[config.mk]
export PLATFORM = sky130hd
export DESIGN_NAME = mem_bus_arbiter
export DESIGN_NICKNAME = d
export VERILOG_FILES = /design/src/rtl/mem_arb_pkg.sv /design/src/rtl/arb_picker.sv /design/src/rtl/mem_bus_arbiter.sv
export SDC_FILE = /design/constraint.sdc
export NUM_CORES = 1
export LEC_CHECK = 0
export BUFFER_PORTS_ARGS = -buffer_cell sky130_fd_sc_hd__buf_2
export CORE_ASPECT_RATIO = 1.75
export CORE_MARGIN = 3
export CORE_UTILIZATION = 48
export CTS_BUF_LIST = sky130_fd_sc_hd__clkbuf_4 sky130_fd_sc_hd__clkbuf_8
export CTS_CLUSTER_DIAMETER = 150
export CTS_CLUSTER_SIZE = 24
export DETAILED_ROUTE_END_ITERATION = 12
export GPL_ROUTABILITY_DRIVEN = 1
export PLACE_DENSITY_LB_ADDON = 0.25
export SYNTH_ARGS = -nofsm -noshare
export SYNTH_HDL_FRONTEND = slang
export SYNTH_HIERARCHICAL = 1
export SYNTH_SLANG_ARGS = --single-unit
[constraint.sdc]
create_clock -name clk -period 5.7 [get_ports clk]
set_clock_uncertainty 0.1 [all_clocks]
set_input_delay 0.57 -clock clk [delete_from_list [all_inputs] [get_ports clk]]
set_output_delay 0.57 -clock clk [all_outputs]
set_load 0.05 [all_outputs]
[src/rtl/mem_arb_pkg.sv]
// rtl/mem_arb_pkg.sv - shared state encodings and requester indices for the memory bus arbiter
package mem_arb_pkg;

    typedef enum logic [1:0] {
        ST_IDLE  = 2'd0,
        ST_ISSUE = 2'd1,
        ST_WAIT  = 2'd2,
        ST_RESP  = 2'd3
    } state_t;

    localparam int REQ_LOADER = 0;
    localparam int REQ_DATA   = 1;
    localparam int REQ_FETCH  = 2;

    // Round-robin pointer after a grant: one past the winner, wrapping at three requesters.
    function automatic logic [1:0] rr_next_ptr(input logic [2:0] onehot);
        logic [1:0] p;
        p = 2'd0;
        if (onehot[REQ_LOADER]) p = 2'd1;
        if (onehot[REQ_DATA])   p = 2'd2;
        if (onehot[REQ_FETCH])  p = 2'd0;
        return p;
    endfunction

endpackage

[src/rtl/arb_picker.sv]
// rtl/arb_picker.sv - combinational one-hot winner select, search starting at i_ptr
module arb_picker #(
    parameter int NUM_REQ = 3,
    parameter int PTR_W   = 2
) (
    input  logic [NUM_REQ-1:0] i_req,
    input  logic [PTR_W-1:0]   i_ptr,
    output logic [NUM_REQ-1:0] o_gnt,
    output logic               o_any
);

    always_comb begin : p_pick
        logic [PTR_W-1:0] idx;
        o_gnt = '0;
        o_any = 1'b0;
        idx   = '0;
        for (int k = 0; k < NUM_REQ; k++) begin
            idx = PTR_W'((int'(i_ptr) + k) % NUM_REQ);
            if (!o_any && i_req[idx]) begin
                o_gnt[idx] = 1'b1;
                o_any      = 1'b1;
            end
        end
    end

endmodule

[src/rtl/mem_bus_arbiter.sv]
// rtl/mem_bus_arbiter.sv - serialises three requesters onto one single-port RAM
// ARB_ROUND_ROBIN_EN selects round-robin arbitration; undefined gives fixed priority 0 > 1 > 2.
module mem_bus_arbiter
    import mem_arb_pkg::*;
#(
    parameter int NUM_REQ     = 3,
    parameter int ADDR_W      = 16,
    parameter int DATA_W      = 16,
    parameter int MEM_LATENCY = 1
) (
    input  logic                      clk,
    input  logic                      reset,
    input  logic [NUM_REQ-1:0]        req,
    input  logic [NUM_REQ-1:0]        req_we,
    input  logic [NUM_REQ*ADDR_W-1:0] req_addr,
    input  logic [NUM_REQ*DATA_W-1:0] req_wdata,
    output logic [NUM_REQ-1:0]        gnt,
    output logic [NUM_REQ-1:0]        rvalid,
    output logic [DATA_W-1:0]         rdata,
    output logic                      mem_en,
    output logic                      mem_we,
    output logic [ADDR_W-1:0]         mem_addr,
    output logic [DATA_W-1:0]         mem_wdata,
    input  logic [DATA_W-1:0]         mem_rdata,
    output logic [1:0]                state_output
);

    localparam int PTR_W = 2;
    localparam int CNT_W = (MEM_LATENCY > 1) ? $clog2(MEM_LATENCY) : 1;

    state_t              r_state, w_state_nxt;
    logic [NUM_REQ-1:0]  r_gnt, w_gnt_nxt;
    logic [NUM_REQ-1:0]  r_rvalid, w_rvalid_nxt;
    logic [NUM_REQ-1:0]  r_owner, w_owner_nxt;
    logic [DATA_W-1:0]   r_rdata, w_rdata_nxt;
    logic                r_mem_en, w_mem_en_nxt;
    logic                r_mem_we, w_mem_we_nxt;
    logic [ADDR_W-1:0]   r_mem_addr, w_mem_addr_nxt;
    logic [DATA_W-1:0]   r_mem_wdata, w_mem_wdata_nxt;
    logic [CNT_W-1:0]    r_cnt, w_cnt_nxt;

    logic [NUM_REQ-1:0]  w_pick;
    logic                w_any;
    logic [PTR_W-1:0]    w_ptr;
    logic                w_sel_we;
    logic [ADDR_W-1:0]   w_sel_addr;
    logic [DATA_W-1:0]   w_sel_wdata;

`ifdef ARB_ROUND_ROBIN_EN
    logic [PTR_W-1:0]    r_ptr;

    always_ff @(posedge clk) begin
        if (reset) begin
            r_ptr <= '0;
        end else if (r_state == ST_IDLE && w_any) begin
            r_ptr <= rr_next_ptr(w_pick);
        end
    end

    assign w_ptr = r_ptr;
`else
    assign w_ptr = '0;
`endif

    arb_picker #(
        .NUM_REQ (NUM_REQ),
        .PTR_W   (PTR_W)
    ) u_picker (
        .i_req (req),
        .i_ptr (w_ptr),
        .o_gnt (w_pick),
        .o_any (w_any)
    );

    always_comb begin
        w_sel_we    = 1'b0;
        w_sel_addr  = '0;
        w_sel_wdata = '0;
        for (int i = 0; i < NUM_REQ; i++) begin
            if (w_pick[i]) begin
                w_sel_we    = req_we[i];
                w_sel_addr  = req_addr[i*ADDR_W +: ADDR_W];
                w_sel_wdata = req_wdata[i*DATA_W +: DATA_W];
            end
        end
    end

    always_comb begin
        w_state_nxt     = r_state;
        w_gnt_nxt       = '0;
        w_rvalid_nxt    = '0;
        w_owner_nxt     = r_owner;
        w_rdata_nxt     = r_rdata;
        w_mem_en_nxt    = 1'b0;
        w_mem_we_nxt    = 1'b0;
        w_mem_addr_nxt  = r_mem_addr;
        w_mem_wdata_nxt = r_mem_wdata;
        w_cnt_nxt       = r_cnt;
        case (r_state)
            ST_IDLE: begin
                if (w_any) begin
                    w_state_nxt     = ST_ISSUE;
                    w_gnt_nxt       = w_pick;
                    w_owner_nxt     = w_pick;
                    w_mem_en_nxt    = 1'b1;
                    w_mem_we_nxt    = w_sel_we;
                    w_mem_addr_nxt  = w_sel_addr;
                    w_mem_wdata_nxt = w_sel_wdata;
                end
            end
            ST_ISSUE: begin
                w_state_nxt = ST_WAIT;
                w_cnt_nxt   = CNT_W'(MEM_LATENCY - 1);
            end
            ST_WAIT: begin
                // Writes also load rdata; the requester ignores it on a write completion.
                if (r_cnt == '0) begin
                    w_state_nxt  = ST_RESP;
                    w_rdata_nxt  = mem_rdata;
                    w_rvalid_nxt = r_owner;
                end else begin
                    w_cnt_nxt = r_cnt - 1'b1;
                end
            end
            ST_RESP: begin
                w_state_nxt = ST_IDLE;
            end
            default: begin
                w_state_nxt = ST_IDLE;
            end
        endcase
    end

    always_ff @(posedge clk) begin
        if (reset) begin
            r_state     <= ST_IDLE;
            r_gnt       <= '0;
            r_rvalid    <= '0;
            r_owner     <= '0;
            r_rdata     <= '0;
            r_mem_en    <= 1'b0;
            r_mem_we    <= 1'b0;
            r_mem_addr  <= '0;
            r_mem_wdata <= '0;
            r_cnt       <= '0;
        end else begin
            r_state     <= w_state_nxt;
            r_gnt       <= w_gnt_nxt;
            r_rvalid    <= w_rvalid_nxt;
            r_owner     <= w_owner_nxt;
            r_rdata     <= w_rdata_nxt;
            r_mem_en    <= w_mem_en_nxt;
            r_mem_we    <= w_mem_we_nxt;
            r_mem_addr  <= w_mem_addr_nxt;
            r_mem_wdata <= w_mem_wdata_nxt;
            r_cnt       <= w_cnt_nxt;
        end
    end

    assign gnt          = r_gnt;
    assign rvalid       = r_rvalid;
    assign rdata        = r_rdata;
    assign mem_en       = r_mem_en;
    assign mem_we       = r_mem_we;
    assign mem_addr     = r_mem_addr;
    assign mem_wdata    = r_mem_wdata;
    assign state_output = r_state;

endmodule

==> results of run 1 <==
==> cells in the mapped netlist, drive strengths merged, types with 2 or more instances <==
library cell	count
dfxtp	61
nand2b	35
a221o	32
a32o	32
buf	21
nor2	21
mux2i	19
clkbuf	7
a21oi	6
and2	6
ha	6
inv	6
o21ai	5
a22o	4
nand2	3
nand3b	3
nor2b	2
==> state kept, by name, summed over array words and instances, names as in the netlist <==
register	flops
gnt	3
mem_en	1
rdata	16
r_owner	3
state_output	2
mem_addr	16
mem_we	1
mem_wdata	16
rvalid	3
==> path summary, 6_finish.rpt <==
kind         slack, ps     endpoint  cells after the start
max               3120  mem_addr[2]                     10
min                370  mem_addr[4]                      1
max reg2reg       3660   r_owner[2]                      5
min reg2reg        370  mem_addr[4]                      1
==> layer usage <==
layer,track usage,vias up
met5,0,-
met4,0.107,0
met3,0.0701,20
met2,0.402,152
met1,0.230,1331
li1,-,1405
==> per-stage QoR <==
stage	setup slack [ps]	hold slack [ps]	power, mW
2_1_floorplan	3450	330	1.14
3_3_place_gp	2800	343	1.31
3_5_place_dp	2780	351	1.32
4_1_cts	3140	361	1.79
5_1_grt	2940	365	1.86
6_report	3120	366	1.77
==> worst reg2reg max path, cell delays in order, from the launching register on <==
cell and delay (ps):
dfxtp_1 350, inv_1 70, ha_1 260, a21oi_2 670
buf_4 370, a22o_1 170
==> power by group through the flow <==
stage | clock network, mW | registers [mW] | logic, mW
detailed placement | 0 | 0.568 | 0.754
finish | 0.464 | 0.559 | 0.750
floorplan | 0 | 0.860 | 0.285
global route | 0.493 | 0.569 | 0.799
global placement | 0 | 0.564 | 0.743
CTS | 0.472 | 0.559 | 0.755
==> cell families (layout without fill, tap and decap cells) <==
group | Yosys count | after routing
compound gates | 84 | 84
fa+ha+maj | 6 | 6
mux | 20 | 20
other cells | 1 | 6
flops | 61 | 61
buf+inv | 34 | 204
simple gates | 75 | 75
==> layout make-up <==
class / count / area (sq um)
Sequential cell: 61 / 1220
Timing Repair Buffer: 182 / 923
Clock buffer: 9 / 124
Tap cell: 76 / 95.1
Inverter: 6 / 22.5
Clock inverter: 7 / 124
Multi-Input combinational cell: 191 / 1520
Fill cell: 454 / 1690
==> run metrics, run 1 <==
status finished, final reports clean; PortBufs 177; width of the die 64.8 um; max-cap violations 0; clock group share of total power 0.262; CTS Buf Count 9; Net Sw Power 0.734 mW; placed inst area 3780 sq um; post-cts resize count 0; met2 wire length 4300 um; uppermost layer routed met4; EDFF count, synth 0; Worst path max stage delay 360 ps; P_int 1.04 mW; post-route cell area 4030 sq um; part of the Yosys area used for sequential elements 0.421; Top cell by count, worst path buf_4; Syn Inst Count 281; routability congestion estimate 0.793; RR Startpoint state_output[0]; antenna-violating nets left 0; switching share of power 0.414; WP buf/inv 3; std cell rows 36; hold-fix buffers at CTS 0; layout cells sized above 1 0.452; fin crit share 0.453; synthesized flop and latch total 61; critical path type in2reg; synth unique cells 34; IO Pins 178; Hold Vio Cnt, Final 0; global-route wire length before repair 12200 um; adder-cell share of the synthesized area 0.0259; Crit path arrival time 2700 ps; RSZ-0062 raised after global routing false; worst skew pair latency 330 ps; final wirelength 8060 um; antenna violations before repair 0; WP data required 5820 ps; Core ar. 5720 sq um; placed cells 516; most common cell after layout, fill and taps aside buf_2; global-route usage over all layers 0.223; Synth Area in Compound Gates 0.268; Critical Path Fanout Max 36; clock-pin transition on the worst setup and hold timing paths 70 ps; met1 wire length 2850 um; Layout Nets 577; DR vias/cell 5.47; largest cells by area after synthesis dfxtp_1 42%, a221o_1 11%, a32o_1 11%, nand2b_1 7.5%, mux2i_1 6.5%; most common flop cell mapped by yosys dfxtp_1; Comb power frac 0.423; Worst-Margin Slew 1010 ps; Async S/R FF share, synth 0; drt wl/cell 15.1 um; type of origin of the critical path primary input; worst rel slew slack 0.330; Non-Filler Instances 532; Peak VDD IR 0.000244 V; Core Util, Final 0.705; post-synthesis xor/xnor area fraction 0; largest family of logic cells by synthesized area compound AO/OA/AOI/OAI gates; Synth Area in Simple Gates 0.145; Mapped Avg Cell Area 10.3 sq um; Max Freq 387 MHz; Worst setup EP type register; antenna fix cells 0; start point of the critical path req[0]; PD cells 440 nW/um^2; WL met3 683 um; Slew Limit Fails 0; register share of total power 0.315; vias in the first global route 2731; Setup violations, final 0; # DRC 0; min Tclk post-route 2580 ps; CTS H-tree depth 3; largest net degree at the start of global routing 40; Setup TNS Final 0 ps; clk buf depth 2; multiplexer area fraction after synthesis 0.0694; TritonRoute pass-1 iters 4; crit-path leading delay family compound AO/OA/AOI/OAI gates; Die ar. 7060 sq um; CTS sink count 61; setup repair bufs after CTS 0; Syn. warnings 6; grt ovf 0; dpl hpwl 6190 um; Root Buffer clkbuf_8; largest area contributor in the synthesized netlist dfxtp_1; Hold Path Class reg2reg; Mapped Area 2900 sq um; LEAKAGE 1.91 nW; cell chain of the critical path buf_2 -> or2b_1 -> a21oi_1 -> o21ai_0 -> o21ai_2 -> buf_4 -> nor2b_2 -> buf_4 -> a221o_1 -> a32o_1; Die Ht 109 um; area grow syn2layout 38.8%; share of Yosys cell area claimed by the top area cell type 0.421; most frequent cells in the layout 177 x buf_2, 61 x dfxtp_1, 35 x nand2b_1; TritonCTS clock tree done; hold path startpoint mem_addr[4]; initial DRC count 132; CP max stage cell buf_4; Via Count 2908; Initial Util 0.508
(Power assumes the default switching activity.)
==> inputs of run 2 (changes only) <==
Settings changed: CORE_UTILIZATION 48 to 44.
Clock period 5.7 ns to 2.7 ns, I/O delays scaled along.
==> run metrics, run 2 (synthesis gave the netlist of run 1 again) <==
antenna-violating nets left 0; antenna violations before repair 0; CTS sink count 61; initial DRC count 164; worst rel slew slack 0.539; Hold Path Class in2reg; Worst setup EP type register; drt wl/cell 15.4 um; Hold Vio Cnt, Final 0; Setup TNS Final 0 ps; Initial Util 0.459; Reg2Reg Capture Point mem_addr[9]; Setup violations, final 0; register share of total power 0.330; Worst path max stage delay 550 ps; start point of the critical path state_output[0]; Critical Path Fanout Max 22; Worst R2R Path Depth 6; r2r setup slk 560 ps; Die Ht 113 um; P_int 2.04 mW; std cell rows 38; width of the die 67.4 um; DR vias/cell 5.46; dpl hpwl 6340 um; worst skew pair latency 340 ps; Via Count 2939; LEAKAGE 1.91 nW; switching share of power 0.430; most frequent cells in the layout 177 x buf_2, 61 x dfxtp_1, 35 x nand2b_1; WL met3 772 um; fin crit share 0.793; met1 wire length 2830 um; PD cells 893 nW/um^2; CP max stage cell nor2_2; uppermost layer routed met4; Die ar. 7650 sq um; WP data required 2890 ps; routability congestion estimate 0.810; vias in the first global route 2906; layout cells sized above 1 0.454; Max Freq 467 MHz; Peak VDD IR 0.000494 V; clock-pin transition on the worst setup and hold timing paths 70 ps; Final Power 3.58 mW; PortBufs 177; clock group share of total power 0.223; Core Util, Final 0.634; max-cap violations 0; Crit path arrival time 2330 ps; Root Buffer clkbuf_8; CTS H-tree depth 3; area grow syn2layout 38.0%; Slew Limit Fails 0; largest net degree at the start of global routing 37; RR Startpoint state_output[0]; setup repair bufs after CTS 0; antenna fix cells 0; post-cts resize count 0; met2 wire length 4450 um; type of origin of the critical path register; Net Sw Power 1.54 mW; min Tclk post-route 2140 ps; final wirelength 8290 um; Core ar. 6320 sq um; Comb power frac 0.447; placed inst area 3810 sq um; Layout Nets 579; TritonCTS clock tree done; grt ovf 0; hold-fix buffers at CTS 0; crit path to mem_addr[9]; TritonRoute pass-1 iters 4; IO Pins 178; global-route wire length before repair 12700 um; # DRC 0; clk buf depth 2; critical path type reg2reg; global-route usage over all layers 0.218; cell chain of the critical path inv_1 -> ha_1 -> nand2_1 -> nor2_2 -> buf_4 -> a32o_1; status finished, final reports clean; Worst-Margin Slew 691 ps; RSZ-0062 raised after global routing false; post-route cell area 4010 sq um; CTS Buf Count 9; most common cell after layout, fill and taps aside buf_2
## run 2: cell types whose count changed in the layout (fill, tap and decap cells not counted), sizes merged
cell      previous run  this run
buf                182       184
bufinv               3         1
clkbuf               9        11
clkinv               3         4
clkinvlp             1         0
## run 2: worst max-delay path: cells and delay by family (launching register included)
family,cells,cell delay (ps)
adders and majority gates,1,290
DFF,1,330
buffers and inverters,2,470
AOI/OAI and AO/OA,1,200
and+or+nand+nor,2,680
## run 2: worst min path at each step
stage | endpoint | cells after the start | slack, ps | startpoint
2_1_floorplan | rdata[0] | 2 | 320 | mem_rdata[0]
3_3_place_gp | mem_addr[6] | 1 | 350 | mem_addr[6]
3_5_place_dp | mem_addr[10] | 1 | 350 | mem_addr[10]
4_1_cts | rdata[1] | 3 | 50 | mem_rdata[1]
5_1_grt | rdata[2] | 3 | 60 | mem_rdata[2]
6_report | rdata[1] | 3 | 60 | mem_rdata[1]
## run 2: metrics by stage
stage / instances / worst slack [ps] / hold slack, ps
global placement: 522 / 319 / 345
finish: 538 / 558 / 61.5
CTS: 538 / 494 / 46.4
global route: 538 / 360 / 59.7
detailed placement: 522 / 246 / 351
floorplan: 286 / 752 / 317
## run 2: area by class of cell
| class | count | area [sq um] |
|---|---|---|
| clock inverters | 5 | 50.0 |
| clock buffers | 11 | 145 |
| fillers | 573 | 2320 |
| flip-flops and latches | 61 | 1220 |
| repair buffers | 184 | 938 |
| well taps | 80 | 100 |
| inverters | 6 | 22.5 |
| multi-input cells | 191 | 1530 |
## run 2: per-layer routing
metal | track usage | vias to the layer above
met3 | 0.0640 | 20
met5 | 0 | -
li1 | - | 1405
met4 | 0.119 | 0
met1 | 0.205 | 1369
met2 | 0.401 | 145
## run 2: power groups by stage
stage / sequential [mW] / combinational (mW) / clock (mW)
finish: 1.18 / 1.60 / 0.798
global placement: 1.19 / 1.58 / 0
detailed placement: 1.20 / 1.61 / 0
CTS: 1.18 / 1.61 / 0.819
global route: 1.20 / 1.70 / 0.858
floorplan: 1.82 / 0.601 / 0
